**config.mk**
```make
export PLATFORM = sky130hd
export DESIGN_NAME = seq_divider
export DESIGN_NICKNAME = d
export VERILOG_FILES = /design/src/rtl/div_pkg.sv /design/src/rtl/div_step.sv /design/src/rtl/seq_divider.sv
export SDC_FILE = /design/constraint.sdc
export NUM_CORES = 1
export LEC_CHECK = 0
export ABC_AREA = 1
export CAP_MARGIN = 30
export CORE_MARGIN = 2
export CORE_UTILIZATION = 49
export DETAILED_ROUTE_END_ITERATION = 8
export PLACE_DENSITY = 0.72
export SYNTH_ARGS = -nofsm -noshare
export SYNTH_HDL_FRONTEND = slang
export SYNTH_HIERARCHICAL = 1
export SYNTH_SLANG_ARGS = --single-unit
```
**constraint.sdc**
```tcl
create_clock -name Clock -period 4.8 [get_ports Clock]
set_input_delay 1.44 -clock Clock [delete_from_list [all_inputs] [get_ports Clock]]
set_output_delay 1.44 -clock Clock [all_outputs]
set_load 0.01 [all_outputs]
```
**src/rtl/div_pkg.sv**
```systemverilog
// Package shared by the sequential divider files.
// Contents:
//   DEFAULT_SIZE  - default operand / quotient / remainder width
//   state_t       - FSM state type, with IDLE / RUN / DONE constants
//   cnt_width()   - iteration counter width for a given operand width
package div_pkg;

  localparam int DEFAULT_SIZE = 32;

  // FSM state type. The state values are plain constants so that
  // older tools can read them.
  typedef logic [1:0] state_t;
  localparam state_t IDLE = 2'd0;
  localparam state_t RUN  = 2'd1;
  localparam state_t DONE = 2'd2;

  // The counter must be able to hold values from 0 up to size.
  function automatic int cnt_width(input int size);
    return $clog2(size + 1);
  endfunction

  localparam int DEFAULT_CNT_W = cnt_width(DEFAULT_SIZE);

endpackage

```
**src/rtl/div_step.sv**
```systemverilog
// Performs one combinational restoring-division step.
// Ports:
//   iRemainder - current partial remainder (always less than iDivisor)
//   iQuotient  - quotient shift register; its MSB is the next dividend bit
//   iDivisor   - divisor, nonzero
//   oRemainder - partial remainder after this step
//   oQuotient  - quotient register shifted left, with the new quotient bit
//                in the LSB
module div_step
  import div_pkg::*;
#(
  parameter int SIZE = DEFAULT_SIZE
) (
  input  logic [SIZE-1:0] iRemainder,
  input  logic [SIZE-1:0] iQuotient,
  input  logic [SIZE-1:0] iDivisor,
  output logic [SIZE-1:0] oRemainder,
  output logic [SIZE-1:0] oQuotient
);

  logic [SIZE:0] shifted;
  logic [SIZE:0] trial;

  // The shifted remainder needs SIZE+1 bits. The stored remainder stays
  // below the divisor, so it always fits in SIZE bits.
  // The trial difference wraps modulo 2^(SIZE+1). Its top bit is set
  // exactly when shifted < divisor, so that bit works as the sign bit.
  always_comb begin
    shifted = {iRemainder, iQuotient[SIZE-1]};
    trial   = shifted - {1'b0, iDivisor};
    if (trial[SIZE]) begin
      oRemainder = shifted[SIZE-1:0];
      oQuotient  = {iQuotient[SIZE-2:0], 1'b0};
    end else begin
      oRemainder = trial[SIZE-1:0];
      oQuotient  = {iQuotient[SIZE-2:0], 1'b1};
    end
  end

endmodule

```
**src/rtl/seq_divider.sv**
```systemverilog
// Sequential unsigned divider. It uses one restoring step per clock.
// Ports:
//   Clock       - rising-edge clock
//   Reset       - synchronous reset, active low
//   iStart      - request a division; this is honoured only in IDLE
//   iDividend   - dividend; captured when the start is accepted
//   iDivisor    - divisor; captured when the start is accepted
//   oBusy       - high in RUN and in DONE
//   oDone       - one-cycle pulse when the results become valid
//   oQuotient   - quotient; holds its value until the next accepted start
//   oRemainder  - remainder; holds its value until the next accepted start
//   oDivByZero  - set together with oDone when the divisor was zero
module seq_divider
  import div_pkg::*;
#(
  parameter int SIZE = DEFAULT_SIZE
) (
  input  logic            Clock,
  input  logic            Reset,
  input  logic            iStart,
  input  logic [SIZE-1:0] iDividend,
  input  logic [SIZE-1:0] iDivisor,
  output logic            oBusy,
  output logic            oDone,
  output logic [SIZE-1:0] oQuotient,
  output logic [SIZE-1:0] oRemainder,
  output logic            oDivByZero
);

  localparam int            CW   = cnt_width(SIZE);
  localparam logic [CW-1:0] LAST = CW'(SIZE - 1);

  state_t          state;
  logic [CW-1:0]   count;
  logic [SIZE-1:0] divisor;
  logic [SIZE-1:0] quot;
  logic [SIZE-1:0] rem;
  logic [SIZE-1:0] rem_next;
  logic [SIZE-1:0] quot_next;

  div_step #(.SIZE(SIZE)) u_step (
    .iRemainder(rem),
    .iQuotient (quot),
    .iDivisor  (divisor),
    .oRemainder(rem_next),
    .oQuotient (quot_next)
  );

  // The quotient register first holds the dividend. Each step shifts one
  // dividend bit out of the top and one quotient bit in at the bottom.
  // The result outputs are loaded only when the FSM enters DONE, so they
  // keep the last result through the next RUN.
  always_ff @(posedge Clock) begin
    if (!Reset) begin
      state      <= IDLE;
      count      <= '0;
      divisor    <= '0;
      quot       <= '0;
      rem        <= '0;
      oQuotient  <= '0;
      oRemainder <= '0;
      oDivByZero <= 1'b0;
    end else begin
      case (state)
        IDLE: begin
          if (iStart) begin
            if (iDivisor == '0) begin
              state      <= DONE;
              oQuotient  <= '1;
              oRemainder <= iDividend;
              oDivByZero <= 1'b1;
            end else begin
              state      <= RUN;
              divisor    <= iDivisor;
              quot       <= iDividend;
              rem        <= '0;
              count      <= '0;
              oDivByZero <= 1'b0;
            end
          end
        end
        RUN: begin
          rem  <= rem_next;
          quot <= quot_next;
          if (count == LAST) begin
            state      <= DONE;
            oQuotient  <= quot_next;
            oRemainder <= rem_next;
          end else begin
            count <= count + 1'b1;
          end
        end
        DONE:    state <= IDLE;
        default: state <= IDLE;
      endcase
    end
  end

  assign oBusy = (state != IDLE);
  assign oDone = (state == DONE);

endmodule

```
==> qor.yml <==
synth-seq-area-share: 0.3233
gr_peak_layer: "met2"
clock_tree.buffer_depth: 2
drv_slew: 0
placedInstanceArea_sq_mm: 0.01164
rsz0062_at_grt: "false"
yosys.area_share.adder: 0.04137
synthesis.area_per_instance_sq_um: 6.200
grt_use_total: 0.2786
yosys.cell_types.count: 33
antenna_left: 0
hold-worst-slack_ps: 448.1
yosys_warnings: 6
dp.final_hpwl_mm: 22.84
cts_tree: "done"
groute.layer.met2.usage: 0.4409
ctsHoldBuffers: 0
max_cap_viol_count: 0
dr.first_iter.drc_count: 900
floorplan.die.height_um: 150.1
worst_ir_drop_vdd_uv: 291.1
post_cts_resized: 0
synth-seq-cells: 169
achievable_freq_ghz: 0.2982
end_kind: "flip-flop"
muxShareOfSynthArea: 0
critPathArrivalTime_ps: 3720
post-route-period-util: 0.6986
cts.htree.levels: 4
synth.largest_area_cell: "sky130_fd_sc_hd__dfxtp_1"
critical_path_peak_fanout: 39
tritoncts.num_buffers: 17
grt_start_max_net_pins: 76
timing.setup.tns_ps: 0
p_per_area_mw_per_mm2: 561.2
clkSinkCount: 169
holdCritPathClass: "reg -> reg"
xor_xnor_share_of_the_synthesized_area: 0.01255
syn_area_sq_mm: 0.01047
dr.pass1.iters: 6
synth_nets: 1789
clock_insertion_delay_worst_skew_ps: 440
worst_slew_pin_slew_ps: 1042
synth_area_leaders: "sky130_fd_sc_hd__dfxtp_1, sky130_fd_sc_hd__nand2_1, sky130_fd_sc_hd__inv_1"
num_vias: 10540
drt-vias-per-instance: 5.182
finalClockSkew_ps: 11.62
layout_common_cells: "sky130_fd_sc_hd__nand2_1, sky130_fd_sc_hd__inv_1, sky130_fd_sc_hd__dfxtp_1"
final-hold-violation-count: 0
instances_no_fill: 2033
most_common_library_cell_in_the_layout_ignoring_fill_and_taps: "sky130_fd_sc_hd__nand2_1"
wire_length_of_the_first_global_routing_pass_mm: 49.56
wirelength_mm: 31.11
syn_inst: 1688
timing.final.crit_period_ps: 3353
crit_path_start_kind: "input pin"
grt_use_met1: 0.3886
routed_wire_length_per_instance_um: 15.30
setup_violations_final: 0
die_w_um: 150.1
drive_above_1_share: 0.05802
outcome: "complete, no violations"
gpl.final_weighted_congestion: 0.9653
synth_top_family_by_area: "simple AND/OR/NAND/NOR gates"
setup_ws_ps: 1447
synth-compound-area-share: 0.1255
grt_use_met3: 0.04394
globalRoute.totalOverflow: 0
clkSlewWorstSetupHoldPaths_ps: 80
buffer_ports.inserted: 133
area_growth_syn_to_fin_pct: 16.81
placed_cells_incl_taps: 2002
synth_top_area_share: 0.3233
clock_tree.root_cell: "sky130_fd_sc_hd__clkbuf_16"
grt_pass1_vias: 9662
core_region_area_sq_mm: 0.02102
antenna_found_initial: 0
finalNetCount: 1847
floorplan.rows: 53
io_pins: 134
post_cts_buffers: 0
final_area_sq_mm: 0.01222
max_slew_margin: 0.3047
p_leak_uw: 0.005590
pre_cts_ws_ps: 995.8
worst-setup-path-type: "in -> reg"
post_synth_and_or_nand_nor_area_fraction: 0.3529
drc_errors: 0
start_util: 0.4978
cp_data_required_time_ps: 5170
total_die_area_sq_mm: 0.02254
num_antenna_cells: 0
## layer usage
| metal | vias up | part of all wire |
|---|---|---|
| li1 | 5363 | - |
| met1 | 4797 | 0.47 |
| met2 | 333 | 0.45 |
| met3 | 43 | 0.060 |
| met4 | 0 | 0.021 |
| met5 | - | 0 |
## synthesized netlist by cell type
| cell type | number |
|---|---|
| sky130_fd_sc_hd__o21ai_1 | 1 |
| sky130_fd_sc_hd__fa_1 | 1 |
| sky130_fd_sc_hd__o21bai_1 | 7 |
| sky130_fd_sc_hd__xnor2_1 | 1 |
| sky130_fd_sc_hd__nand2_2 | 11 |
| sky130_fd_sc_hd__and2_1 | 4 |
| sky130_fd_sc_hd__nand2_4 | 2 |
| sky130_fd_sc_hd__a21oi_2 | 31 |
| sky130_fd_sc_hd__or2_1 | 1 |
| sky130_fd_sc_hd__clkbuf_1 | 35 |
| sky130_fd_sc_hd__nor3b_1 | 1 |
| sky130_fd_sc_hd__nand3_1 | 104 |
| sky130_fd_sc_hd__buf_1 | 7 |
| sky130_fd_sc_hd__nand4_1 | 42 |
| sky130_fd_sc_hd__nor2_1 | 68 |
| sky130_fd_sc_hd__ha_1 | 33 |
| sky130_fd_sc_hd__inv_1 | 230 |
| sky130_fd_sc_hd__nand3b_1 | 2 |
| sky130_fd_sc_hd__and3_1 | 1 |
| sky130_fd_sc_hd__buf_6 | 7 |
| sky130_fd_sc_hd__nor2_4 | 2 |
| sky130_fd_sc_hd__nor2_2 | 2 |
| sky130_fd_sc_hd__nor3_1 | 7 |
| sky130_fd_sc_hd__a21oi_1 | 162 |
| sky130_fd_sc_hd__xor2_1 | 14 |
| sky130_fd_sc_hd__o21ai_0 | 33 |
| sky130_fd_sc_hd__or2_2 | 2 |
| sky130_fd_sc_hd__buf_4 | 42 |
| sky130_fd_sc_hd__o21ai_2 | 1 |
| sky130_fd_sc_hd__inv_2 | 4 |
| sky130_fd_sc_hd__nand2_1 | 645 |
| sky130_fd_sc_hd__buf_2 | 16 |
| sky130_fd_sc_hd__dfxtp_1 | 169 |
## cells by family (layout without fill, tap and decap cells)
family          after synthesis  after routing
buf+inv                     341            411
compound gates              235            235
xor+xnor                     15             15
flops                       169            169
fa+ha+maj                    34             34
simple gates                894            894
## flip-flops by register name, summed over array words and instances (netlist names)
register / flops
oRemainder: 32
oDivByZero: 1
divisor: 32
quot: 32
rem: 32
state: 2
count: 6
oQuotient: 32
## layout make-up
| cell class | count | area (sq um) |
|---|---|---|
| Fill cell | 2101 | 8797 |
| Sequential cell | 169 | 3383 |
| Timing Repair Buffer | 146 | 1454 |
| Clock inverter | 14 | 160.2 |
| Multi-Input combinational cell | 1178 | 5577 |
| Clock buffer | 17 | 425.4 |
| Tap cell | 275 | 344.1 |
| Inverter | 234 | 880.8 |
## critical path: stages
cell,delay [ps]
sky130_fd_sc_hd__clkdlybuf4s50_1,420
sky130_fd_sc_hd__nor2_1,240
sky130_fd_sc_hd__nand2_1,80
sky130_fd_sc_hd__nor2_1,130
sky130_fd_sc_hd__nand2_1,160
sky130_fd_sc_hd__nor2_1,130
sky130_fd_sc_hd__nand2_1,50
sky130_fd_sc_hd__buf_4,260
sky130_fd_sc_hd__nand2_2,120
sky130_fd_sc_hd__buf_4,390
sky130_fd_sc_hd__nand2_1,130
sky130_fd_sc_hd__a21oi_1,140
## worst paths after layout
check / depth (start not counted) / slack [ps] / from / to
worst min register to register: 2 / 450 / oQuotient[31]$_SDFFE_PN0P_ / oQuotient[31]$_SDFFE_PN0P_
worst max register to register: 20 / 1840 / quot[31]$_SDFFE_PN0P_ / oRemainder[11]$_SDFFE_PN0P_
worst max-delay path: 12 / 1450 / iDivisor[16] / rem[1]$_SDFFE_PN0P_
worst min-delay path: 2 / 450 / oQuotient[31]$_SDFFE_PN0P_ / oQuotient[31]$_SDFFE_PN0P_
## power breakdown
part           internal [uW]  leakage, uW  switching (uW)
Clock                    695     0.000285             676
Combinational           1200      0.00393            2630
Sequential              1550      0.00138             114
Total                   3440      0.00559            3420
## stage by stage
step                  util  power, uW
floorplan                -       4482
global placement    0.5537       5409
detailed placement  0.5537       5408
CTS                 0.5815       6795
global route        0.5815       7389
finish              0.5815       6861
(Power assumes the default switching activity.)
==> variant 1 (same flow settings) <==
Register the input `iDivisor` before use, without a reset. The logic sees it one clock later. The other inputs are not delayed to match.
--- a/src/rtl/seq_divider.sv
+++ b/src/rtl/seq_divider.sv
@@ -30,4 +30,10 @@
   localparam int            CW   = cnt_width(SIZE);
   localparam logic [CW-1:0] LAST = CW'(SIZE - 1);
+
+  logic [SIZE-1:0] iDivisor_q;
+
+  always_ff @(posedge Clock) begin
+    iDivisor_q <= iDivisor;
+  end
 
   state_t          state;
@@ -65,5 +71,5 @@
         IDLE: begin
           if (iStart) begin
-            if (iDivisor == '0) begin
+            if (iDivisor_q == '0) begin
               state      <= DONE;
               oQuotient  <= '1;
@@ -72,5 +78,5 @@
             end else begin
               state      <= RUN;
-              divisor    <= iDivisor;
+              divisor    <= iDivisor_q;
               quot       <= iDividend;
               rem        <= '0;
Check against the original RTL: not equivalent (a bounded check fails within 4 cycles, from zero or initial values and one cycle with Reset low).
==> variant 1 against the original RTL <==
Worst setup slack better by 0.19 ns; area after synthesis grew 4.7%; critical path depth shrank 9; final area increased by 5.7%; wire length decreased by 1.5%; fmax is 5.9% higher; sequential cell count increased by 32; total power rose by 16%.
==> variant 1: results (changes against the original RTL) <==
- Comb group: 4.12 mW (+7.6%)
- Vias per cell: 5.13 (-1.0%)
- Iter 0 DRT Violations: 758 (-16%)
- GRT Util Overall: 25.3% (-2.5 points)
- Most common library cells after synthesis: nand2_1, dfxtp_1, inv_1
- XOR/XNOR share of the synthesized area: 1.20% (-0.057 points)
- Largest net degree at the start of global routing: 88 (+16%)
- Worst Reg-to-Reg Cells: 9 (-55%)
- Compound-Gate Fraction of Synth Area: 9.93% (-2.6 points)
- First-pass GRT wire length: 49.1 mm (-0.92%)
- Mean Syn Cell Area: 6.37 um2 (+2.7%)
- # clk buffers: 29 (+12)
- Fillers: 2175 (+3.5%)
- Post-DP Area: 12100 um2 (+4.1%)
- Skew final: 0.0102 ns (-0.00143 ns)
- Buffer share of cell area: 10.9% (-0.96 points)
- Routed length on met1: 13.8 mm (-4.5%)
- Clk network pwr share: 23.6% (+3.6 points)
- Maximum root-to-sink buffer count: 3 (+1)
- Status: completed
- Register Area: 4020 um2 (+19%)
- # placed instances: 2036 (+1.7%)
- Die ar.: 23600 um2 (+4.6%)
- Fin nets: 1881 (+1.8%)
- Inverters: 203 (-13%)
- Min-delay src: divisor[7]
- Most area-consuming cells after synthesis: dfxtp_1, nand2_1, inv_1
- Non-clk bufs: 143 (-2.1%)
- Post-Synthesis Net Count: 1822 (+1.8%)
- Crit. Startpoint: state[1]
- Vias in the first global route: 9785 (+1.3%)
-- variant 1: cell count changes after synthesis, sizes merged, moves of 7 or more --
cell	unedited run	this run
nor2	72	196
nand2	658	590
a21oi	193	132
o21ai	35	69
dfxtp	169	201
inv	234	202
clkbuf	35	43
buf	72	65
-- variant 1: critical path: stages, from the launching register on --
cell and delay [ns]:
dfxtp_1 0.35, nor2_2 0.22, inv_1 0.15, clkdlybuf4s50_1 0.50
-- variant 1: cell families (layout without fill, tap and decap cells) --
family	after synthesis	after routing
flip-flops	201	201
buffers and inverters	311	384
adder cells (fa/ha/maj)	34	34
AND/OR/NAND/NOR	951	951
AO/OA/AOI/OAI	209	209
XOR/XNOR	15	15
-- variant 1: per-layer routing --
layer | GRT usage (%) | vias up
met5 | 0 | -
met3 | 2.82 | 46
li1 | - | 5480
met4 | 6.90 | 0
met1 | 34.1 | 4832
met2 | 43.2 | 281
==> variant 2 (same settings) <==
Without the edit above. `DEFAULT_SIZE`: 32 -> 64.
--- a/src/rtl/div_pkg.sv
+++ b/src/rtl/div_pkg.sv
@@ -6,5 +6,5 @@
 package div_pkg;
 
-  localparam int DEFAULT_SIZE = 32;
+  localparam int DEFAULT_SIZE = 64;
 
   // FSM state type. The state values are plain constants so that
Interface: changed (resized iDividend, iDivisor, oQuotient and oRemainder); port bits go from 134 to 262. No check against the original RTL was run, so the function may have changed too.
==> variant 2 against the original RTL <==
Worst setup slack got worse by 0.55 ns; highest routed layer is now met5; final area grew 110%; worst hold slack got worse by 0.0038 ns; first-iteration DRC count increased by 120%; fmax down 14%; area after synthesis grew 120%; total power up 76%; critical path type is now register to register; sequential cell count rose by 161; sequential share of layout area decreased by 2.4 points; wire length is 140% higher.
==> variant 2: results (changes against the original RTL) <==
- Routability cong.: 1.05 (+8.5%)
- Min-delay src: oQuotient[14]
- Htree depth: 2 (-2)
- Seq/Total Area, Yosys: 29.1% (-3.2 points)
- CTS Buf Count: 39 (+22)
- Fin nets: 3997 (+120%)
- Antenna violations before repair: 6 (+6)
- I/O Buffers: 261 (+96%)
- Status: completed
- Fillers: 4694 (+120%)
- Most common library cells after synthesis: nand2_1, inv_1, dfxtp_1
- Clock Latency Late Sink: 0.58 ns (+0.14 ns)
- DP HPWL: 55.6 mm (+140%)
- Post-DP Area: 24900 um2 (+110%)
- First-pass GRT wire length: 116 mm (+130%)
- Skew final: 0.0262 ns (+0.0146 ns)
- Reg2reg setup slack: 0.89 ns (-0.95 ns)
- GRT Util Overall: 30.7% (+2.9 points)
- Total wire length: 75.2 mm (+140%)
- Reg2reg start: quot[63]
- P&R area growth vs syn: 15.4%
- Final hold slack: 0.444 ns (-0.00384 ns)
- Iter 0 DRT Violations: 1953 (+120%)
- Maximum fanout along the worst path: 25 (-36%)
- Pre-CTS setup slack: 0.766 ns (-0.230 ns)
variant 2: cell count changes after synthesis, sizes merged, moves of 32 or more:
cell	delta
nand3	+38
nand4	+104
dfxtp	+161
nor2	+226
ha	+32
nand2	+657
buf	+119
o21ai	+35
nand3b	+127
inv	+297
a21oi	+183
clkbuf	+32
variant 2: area by class of cell:
type / count / area share [%]
clock inverter: 19 / 0.856
multi-input combinational: 2609 / 48.1
sequential: 330 / 25.2
clock buffer: 50 / 4.04
timing repair buffer: 288 / 11.2
inverter: 532 / 7.65
tap: 600 / 2.87
antenna: 3 / 0.0287
variant 2: how the worst max path moves through the flow:
stage	end	depth (start not counted)	slack, ns
final	oRemainder[1]	24	0.89
after CTS	oRemainder[1]	24	0.99
after detailed placement	oQuotient[42]	11	0.77
after global placement	oQuotient[32]	11	0.82
after global routing	oRemainder[1]	24	0.72
after floorplan	oRemainder[57]	12	2.21
variant 2: power by group:
group	internal [mW]	leakage (nW)	total, mW	switching (mW)
clock	1.74	0.631	2.99	1.25
sequential	3.00	2.70	3.18	0.182
combinational	1.79	9.14	5.91	4.12
variant 2: cells by family after synthesis:
| logic type | share of synthesized area (%) |
|---|---|
| buf+inv | 15.6 |
| fa+ha+maj | 3.68 |
| compound gates | 11.1 |
| simple gates | 39.3 |
| flops | 29.1 |
| xor+xnor | 1.20 |
variant 2: worst max-delay path, cell delays in order (launching register included):
cell and delay [ns]:
dfxtp_1 0.45, inv_1 0.07, ha_1 0.23, fa_1 0.44
inv_1 0.10, nand2_1 0.06, nand2_1 0.06, nand3_1 0.08
nand2_2 0.14, nand2_1 0.08, nand2_2 0.09, nand2_1 0.07
nand2_2 0.15, nand2_2 0.10, nand2_1 0.09, nand2_1 0.07
nand2_2 0.48, buf_4 0.31, nand2_1 0.07, nand2_1 0.07
nand2_1 0.17, nand2_1 0.13, nand3b_1 0.11, nand2_1 0.07
nor2_1 0.13
variant 2: per-layer routing:
layer / up-vias / share of wire (%) / track usage (%)
li1: 11800 / - / -
met1: 10500 / 44 / 41.0
met2: 780 / 46 / 50.3
met3: 141 / 6.7 / 4.03
met4: 8 / 3.7 / 11.9
met5: - / 0.067 / 0
